## src/rtl/cpu_imem_responder.sv

```systemverilog
// Instruction-fetch responder: turns PC read requests into single Avalon-MM reads,
// returns the fetched word with a one-cycle valid pulse and stalls the CPU meanwhile.
// A PC redirect (flush) kills the outstanding read; its data is drained and dropped.
module cpu_imem_responder #(
    parameter int unsigned ADDR_W = 16,
    parameter int unsigned DATA_W = 16
) (
    input  logic              i_clk,
    input  logic              i_reset_n,
    input  logic              i_pc_rd,
    input  logic [ADDR_W-1:0] i_pc_addr,
    input  logic              i_flush,
    output logic [DATA_W-1:0] o_pc_rddata,
    output logic              o_pc_valid,
    output logic              o_stall,
    output logic [ADDR_W-1:0] o_mem_addr,
    output logic              o_mem_read,
    input  logic              i_mem_waitrequest,
    input  logic [DATA_W-1:0] i_mem_rddata,
    input  logic              i_mem_rddatavalid
);

    typedef enum logic [1:0] {StIdle, StIssue, StWait, StDrop} state_t;

    state_t            state_q, state_d;
    logic [ADDR_W-1:0] mem_addr_q, mem_addr_d;
    logic [ADDR_W-1:0] pend_addr_q, pend_addr_d;
    logic              pend_q, pend_d;
    logic              flush_seen_q, flush_seen_d;
    logic [DATA_W-1:0] rddata_q, rddata_d;
    logic              valid_q, valid_d;

    logic [ADDR_W-1:0] req_addr;
    logic              redirect;

    // Instructions are halfword aligned, so bit 0 of the PC never reaches the bus.
    assign req_addr = {i_pc_addr[ADDR_W-1:1], 1'b0};
    assign redirect = i_flush & i_pc_rd;

    // Next-state and datapath decisions for the fetch FSM.
    always_comb begin
        state_d      = state_q;
        mem_addr_d   = mem_addr_q;
        pend_addr_d  = pend_addr_q;
        pend_d       = pend_q;
        flush_seen_d = flush_seen_q;
        rddata_d     = rddata_q;
        valid_d      = 1'b0;

        case (state_q)
            StIdle: begin
                if (i_pc_rd) begin
                    mem_addr_d = req_addr;
                    state_d    = StIssue;
                end
            end

            StIssue: begin
                // Read cannot be withdrawn while waitrequest is high; remember the flush.
                if (redirect) begin
                    pend_d      = 1'b1;
                    pend_addr_d = req_addr;
                end
                if (i_flush) begin
                    flush_seen_d = 1'b1;
                end
                if (!i_mem_waitrequest) begin
                    flush_seen_d = 1'b0;
                    state_d      = (flush_seen_q || i_flush) ? StDrop : StWait;
                end
            end

            StWait: begin
                if (i_mem_rddatavalid) begin
                    // Data landing with a flush belongs to the killed path.
                    if (!i_flush) begin
                        rddata_d = i_mem_rddata;
                        valid_d  = 1'b1;
                    end
                    // The read is complete either way, so a new request goes straight out.
                    if (i_pc_rd) begin
                        mem_addr_d = req_addr;
                        state_d    = StIssue;
                    end else begin
                        state_d = StIdle;
                    end
                end else if (i_flush) begin
                    state_d = StDrop;
                    if (i_pc_rd) begin
                        pend_d      = 1'b1;
                        pend_addr_d = req_addr;
                    end
                end
            end

            StDrop: begin
                // Last redirect wins, including one arriving with the drained data.
                if (redirect) begin
                    pend_d      = 1'b1;
                    pend_addr_d = req_addr;
                end
                if (i_mem_rddatavalid) begin
                    pend_d = 1'b0;
                    if (redirect) begin
                        mem_addr_d = req_addr;
                        state_d    = StIssue;
                    end else if (pend_q) begin
                        mem_addr_d = pend_addr_q;
                        state_d    = StIssue;
                    end else begin
                        state_d = StIdle;
                    end
                end
            end

            default: state_d = StIdle;
        endcase
    end

    // State and datapath registers; reset abandons any transaction in flight.
    always_ff @(posedge i_clk or negedge i_reset_n) begin
        if (!i_reset_n) begin
            state_q      <= StIdle;
            mem_addr_q   <= '0;
            pend_addr_q  <= '0;
            pend_q       <= 1'b0;
            flush_seen_q <= 1'b0;
            rddata_q     <= '0;
            valid_q      <= 1'b0;
        end else begin
            state_q      <= state_d;
            mem_addr_q   <= mem_addr_d;
            pend_addr_q  <= pend_addr_d;
            pend_q       <= pend_d;
            flush_seen_q <= flush_seen_d;
            rddata_q     <= rddata_d;
            valid_q      <= valid_d;
        end
    end

    // Stall drops in the cycle the fetched word is presented.
    always_comb begin
        o_stall     = (state_q != StIdle) && !valid_q;
        o_mem_read  = (state_q == StIssue);
        o_mem_addr  = mem_addr_q;
        o_pc_rddata = rddata_q;
        o_pc_valid  = valid_q;
    end

endmodule

```

## config.mk

```make
export PLATFORM = sky130hd
export DESIGN_NAME = cpu_imem_responder
export DESIGN_NICKNAME = d
export VERILOG_FILES = /design/src/rtl/cpu_imem_responder.sv
export SDC_FILE = /design/constraint.sdc
export NUM_CORES = 1
export LEC_CHECK = 0
export ABC_CLOCK_PERIOD_IN_PS = 2050
export BUFFER_PORTS_ARGS = -buffer_cell sky130_fd_sc_hd__buf_4
export CORE_MARGIN = 8
export CORE_UTILIZATION = 40
export DETAILED_ROUTE_END_ITERATION = 8
export PLACE_DENSITY = 0.65
export SETUP_SLACK_MARGIN = 0.4
export SKIP_CTS_REPAIR_TIMING = 1
export SLEW_MARGIN = 10
export SYNTH_ARGS = -nofsm -noshare
export SYNTH_HDL_FRONTEND = slang
export SYNTH_SLANG_ARGS = --single-unit
```

## constraint.sdc

```tcl
create_clock -name i_clk -period 2.05 [get_ports i_clk]
set_clock_uncertainty 0.2 [all_clocks]
set_input_delay 0.1025 -clock i_clk [delete_from_list [all_inputs] [get_ports i_clk]]
set_output_delay 0.1025 -clock i_clk [all_outputs]
set_load 0.01 [all_outputs]
```

# --- Word-level counts from Yosys, hierarchy flattened ---
# Index checks and enable logic that the tools add are counted.
totals:
  reg_bits: 53
  inputBits: 38
  output_inout_bits: 35
  elab_cells: 70
classes:
  n_eq_ne: 14
  muxes: 32
  n_bitwise: 2
  n_reduce_logical: 15
op_table:
  columns: ["cell", "count"]
  rows:
  - ["$mux 16", 9]
  - ["$pmux 16 s3", 1]
  - ["$pmux 16 s2", 1]
  - ["$ne 2x2->1 const B", 8]
  - ["$mux 1", 14]
  - ["$reduce_and 4->1", 3]
  - ["$mux 2", 5]
  - ["$pmux 2 s4", 1]
  - ["$ne 3x3->1 const B", 2]
  - ["$reduce_bool 3->1", 2]
  - ["$reduce_and 5->1", 1]
  - ["$eq 2x2->1 const B", 2]
  - ["$reduce_bool 2->1", 2]
  - ["$pmux 1 s3", 1]
  - ["$reduce_and 3->1", 1]
  - ["$eq 2x1->1 const B", 1]
  - ["$logic_not 2->1", 1]
  - ["$ne 2x1->1 const B", 1]
  - ["$reduce_and 2->1", 1]
  - ["$reduce_or 2->1", 1]
  - ["$and 1x1->1", 1]
  - ["$logic_and 1x1->1", 1]
  - ["$logic_not 1->1", 1]
  - ["$logic_or 1x1->1", 1]
  - ["$not 1->1", 1]

# --- Logic depth before layout (Yosys ltp) ---
logic_depth:
  depth_word: 4
  mapped_depth: 6
  depth_no_buf: 4

# --- Worst setup path before layout ---
# Ideal clock, no wire load.
synth_timing:
  path_kind: "register -> register"
  start: "reg state_q[0]"
  end: "reg rddata_q[10] (netlist: o_pc_rddata[10])"
  setup_time_ns: 0.125
  t_arrival_ns: 1.361
  required_ns: 1.725
  path_slack_ns: 0.364
  stages_incl_launch_ff: 5
  path_buffers: 2
  period_less_slack_ns: 1.686
  cell_sequence: "dfrtp_1 -> buf_6 -> nor3_4 -> buf_4 -> mux2_2"
synth_between:
  elab_chain_cells: 2
synth_rtl:
  columns: ["item", "line", "source"]
  rows:
  - ["start, declared", "25", "state_t state_q, state_d;"]
  - ["start signal, assigned", "123", "state_q <= StIdle;"]
  - ["start signal, assigned", "131", "state_q <= state_d;"]
  - ["$eq 2x2->1", "50", "case (state_q)"]
  - ["$reduce_and 3->1 (no line)", null, null]
  - ["end signal, assigned", "136", "rddata_q <= rddata_d;"]
  - ["end, declared", "30", "logic [DATA_W-1:0] rddata_q, rddata_d;"]
# Every way passes these cells.
# A chain may end at the register's enable or synchronous reset.

# --- Worst setup path after layout ---
layout_timing:
  start: "reg state_q[1]"
  end: "reg pend_addr_q[4]"
layout_between:
  elab_chain_cells: 4
  elab_cells_between_ends: 11
  cone_classes: "7 x eq/ne; 1 x mux; 3 x reduce/logical"
layout_rtl:
  columns: ["item", "line", "source"]
  rows:
  - ["$eq 2x1->1 / $eq 2x2->1 (equally long branches)", "50", null]
  - ["$reduce_or 2->1 (no line)", null, null]
  - ["$ne 2x1->1 (no line) / $reduce_bool 2->1 (equally long branches)", null, null]
  - ["$reduce_and 5->1 (no line)", null, null]
  - ["end signal, assigned", "133", "pend_addr_q <= pend_addr_d;"]
  - ["end, declared", "27", "logic [ADDR_W-1:0] pend_addr_q, pend_addr_d;"]
# Several ways; a longest one is shown, not always the timed one.

==> run metrics <==
Tot Pwr=4.434 mW; unrepaired setup endpoints after global routing=yes; vias in the first global route=1979; Post-Syn Nets=227; total congestion overflow=0; proportion of synthesized chip area in sequential cells=54.20%; overall global routing resource usage=14.32%; first drt pass iteration count=4; commonest non-fill, non-tap cell in the layout=buf_4; worst path required time=2050 ps; VDD IR-drop max=0.7203 mV; grt peak-use layer=met2; cell taking the most area after synthesis=dfrtp_1; met1 usage=16.20%; Clk Latency, worst-skew pair=310 ps; WP data arrival=1670 ps; routed wire length=6385 um; commonest non-fill, non-tap cells in the layout=buf_4 (78), dfrtp_1 (49), dlygate4sd3_1 (36); P_sw=1.544 mW; endpoints failing setup=0; Layout Nets=333; worst r2r src=state_q[1]; Startpoint Class=register; outcome=completed; ranking of synthesized cells by area=dfrtp_1 (54%), mux2_2 (11%), mux2_4 (5.7%); logic gate share of total power=45.6%; clk slew on worst S/H paths=90 ps; Yosys cell types=30; Worst Hold Slack=19.68 ps; crit path cell chain=nor2b_1, o21ai_4, buf_8, mux2_2; Post-synth top flop=dfrtp_1; Clock Power Share=13.5%; flop2flop setup slack=380 ps; largest net degree at the start of global routing=52; DP Area=2915 um2; layout cells sized above 1=45.08%; PD cells=1285 nW/um2; asr flop ratio synth=100.0%; DR iter-0 viols=134; Filler Cell Count=509; Post-Synthesis Cells=189; Slew Viols, Final=0; met2 GRT Util=23.12%; Max clock buf depth=2; worst rel slew slack=57.35%; Setup crit end kind=register; number of enable flip-flop cells after synthesis=0; via count=1948; type of the most critical hold path=in -> reg; Ys Warns=0; Static Leak=1.524 nW; met3 global-route usage=6.877%; CTS root buffer=clkbuf_8; sw frac=34.82%; CP max stage cell=dfrtp_2; sequential cell fraction of total power=40.9%; Tightest Pin Transition=639.7 ps; # DRC=0; minimum clock period=1670 ps; Syn Area/Cell=12.46 um2; Final TNS setup=0 ps; area delta synth->final=46.49%; Die Span X=92.73 um; TritonCTS Sinks=51; Ant. Diodes=0; placed wire-length estimate=4065 um; # Max-Cap Violations=0; CTS tree=built; average vias per placed instance=5.265; fin crit share=81.48%; Netlist Area Pre-Place=2355 um2; hold_sp=i_mem_rddatavalid; Synth top area share=54.20%; first-pass GRT wire length=9887 um; htree depth=2; WS Path Type=reg -> reg; IO Count=73; Post-DRT Antenna Nets=0; Seq cells post-synth=51; Core Area=5816 um2; site row count=28; post-route design area=3450 um2; Die Footprint=8598 um2; RePlAce Congestion=0.7438; Internal Power=2.890 mW; CP Launch Point=state_q[1]; routed len/inst=17.26 um; number of port buffers=70; Inserted Clock Buffers=5; Die Height=92.73 um; worst-path fanout max=10; f_max=0.5987 GHz; CP max stage delay=480 ps; initial antenna violation count=0; Starting Density=40.49%; final hold viol count=0
## power groups by stage
stage	Clock (mW)	Combinational [mW]	Sequential, mW
2_1_floorplan	0	1.00	1.86
3_3_place_gp	0	1.83	1.79
3_5_place_dp	0	1.86	1.81
4_1_cts	0.610	1.86	1.80
5_1_grt	0.653	2.21	1.88
6_report	0.599	2.02	1.81
## through the flow
| step | std cells | worst slack, ps | util [%] |
|---|---|---|---|
| after floorplan | 189 | 406.6 | - |
| after global placement | 324 | 213.0 | 50.13 |
| after detailed placement | 324 | 178.4 | 50.13 |
| after CTS | 331 | 172.8 | 51.64 |
| after global routing | 370 | 326.2 | 59.32 |
| final | 370 | 379.8 | 59.32 |
## synthesized netlist by cell type, drive strengths merged, types with 2 or more instances
cell type / n
and4: 2
nand2b: 2
nand2: 3
nor2: 4
nand3: 15
mux2: 31
a31oi: 15
clkbuf: 7
buf: 12
nor2b: 2
and2: 2
inv: 2
a2111oi: 15
dfrtp: 51
o21ai: 18
## kinds of logic (layout without fill, tap and decap cells)
kind of cell / after synthesis / count (layout) / synth area share [%]
flip-flops: 51 / 51 / 54.20
other: 1 / 1 / 0.1593
buffers and inverters: 21 / 127 / 5.685
AND/OR/NAND/NOR: 32 / 32 / 7.758
multiplexers: 32 / 32 / 16.68
AO/OA/AOI/OAI: 52 / 52 / 15.52
## critical path: cells and delay by family, from the launching register on
| kind | cells | cell delay (ps) |
|---|---|---|
| AND/OR/NAND/NOR | 1 | 190 |
| AO/OA/AOI/OAI | 1 | 180 |
| buffers and inverters | 1 | 180 |
| flip-flops | 1 | 480 |
| multiplexers | 1 | 340 |
## registers in the layout (all words and copies together) (netlist names)
register / cells
o_pc_valid: 1
o_pc_rddata: 16
pend_addr_q: 15
pend_q: 1
flush_seen_q: 1
o_mem_addr: 15
state_q: 2
## final timing paths
kind                                  end  depth (start not counted)
max in group asynchronous      state_q[1]                          2
setup / recovery           pend_addr_q[4]                          4
setup reg to reg           pend_addr_q[4]                          4
min in group asynchronous          pend_q                          2
hold / removal                 state_q[1]                          3
hold reg to reg              flush_seen_q                          2
## metal layers
layer / part of all wire [%] / vias to the layer above
li1: - / 922
met2: 51 / 55
met5: 0 / -
met3: 7.9 / 7
met1: 40 / 964
met4: 1.1 / 0
## cell type report
| class | instances | area [um2] | share of cell area [%] |
|---|---|---|---|
| Sequential cell | 51 | 1279 | 37.07 |
| Timing Repair Buffer | 118 | 994.7 | 28.84 |
| Multi-Input combinational cell | 117 | 987.2 | 28.62 |
| Tap cell | 75 | 93.84 | 2.720 |
| Clock buffer | 6 | 82.58 | 2.394 |
| Inverter | 2 | 7.507 | 0.2176 |
| Clock inverter | 1 | 5.005 | 0.1451 |
Power figures use the tool's default switching activity.
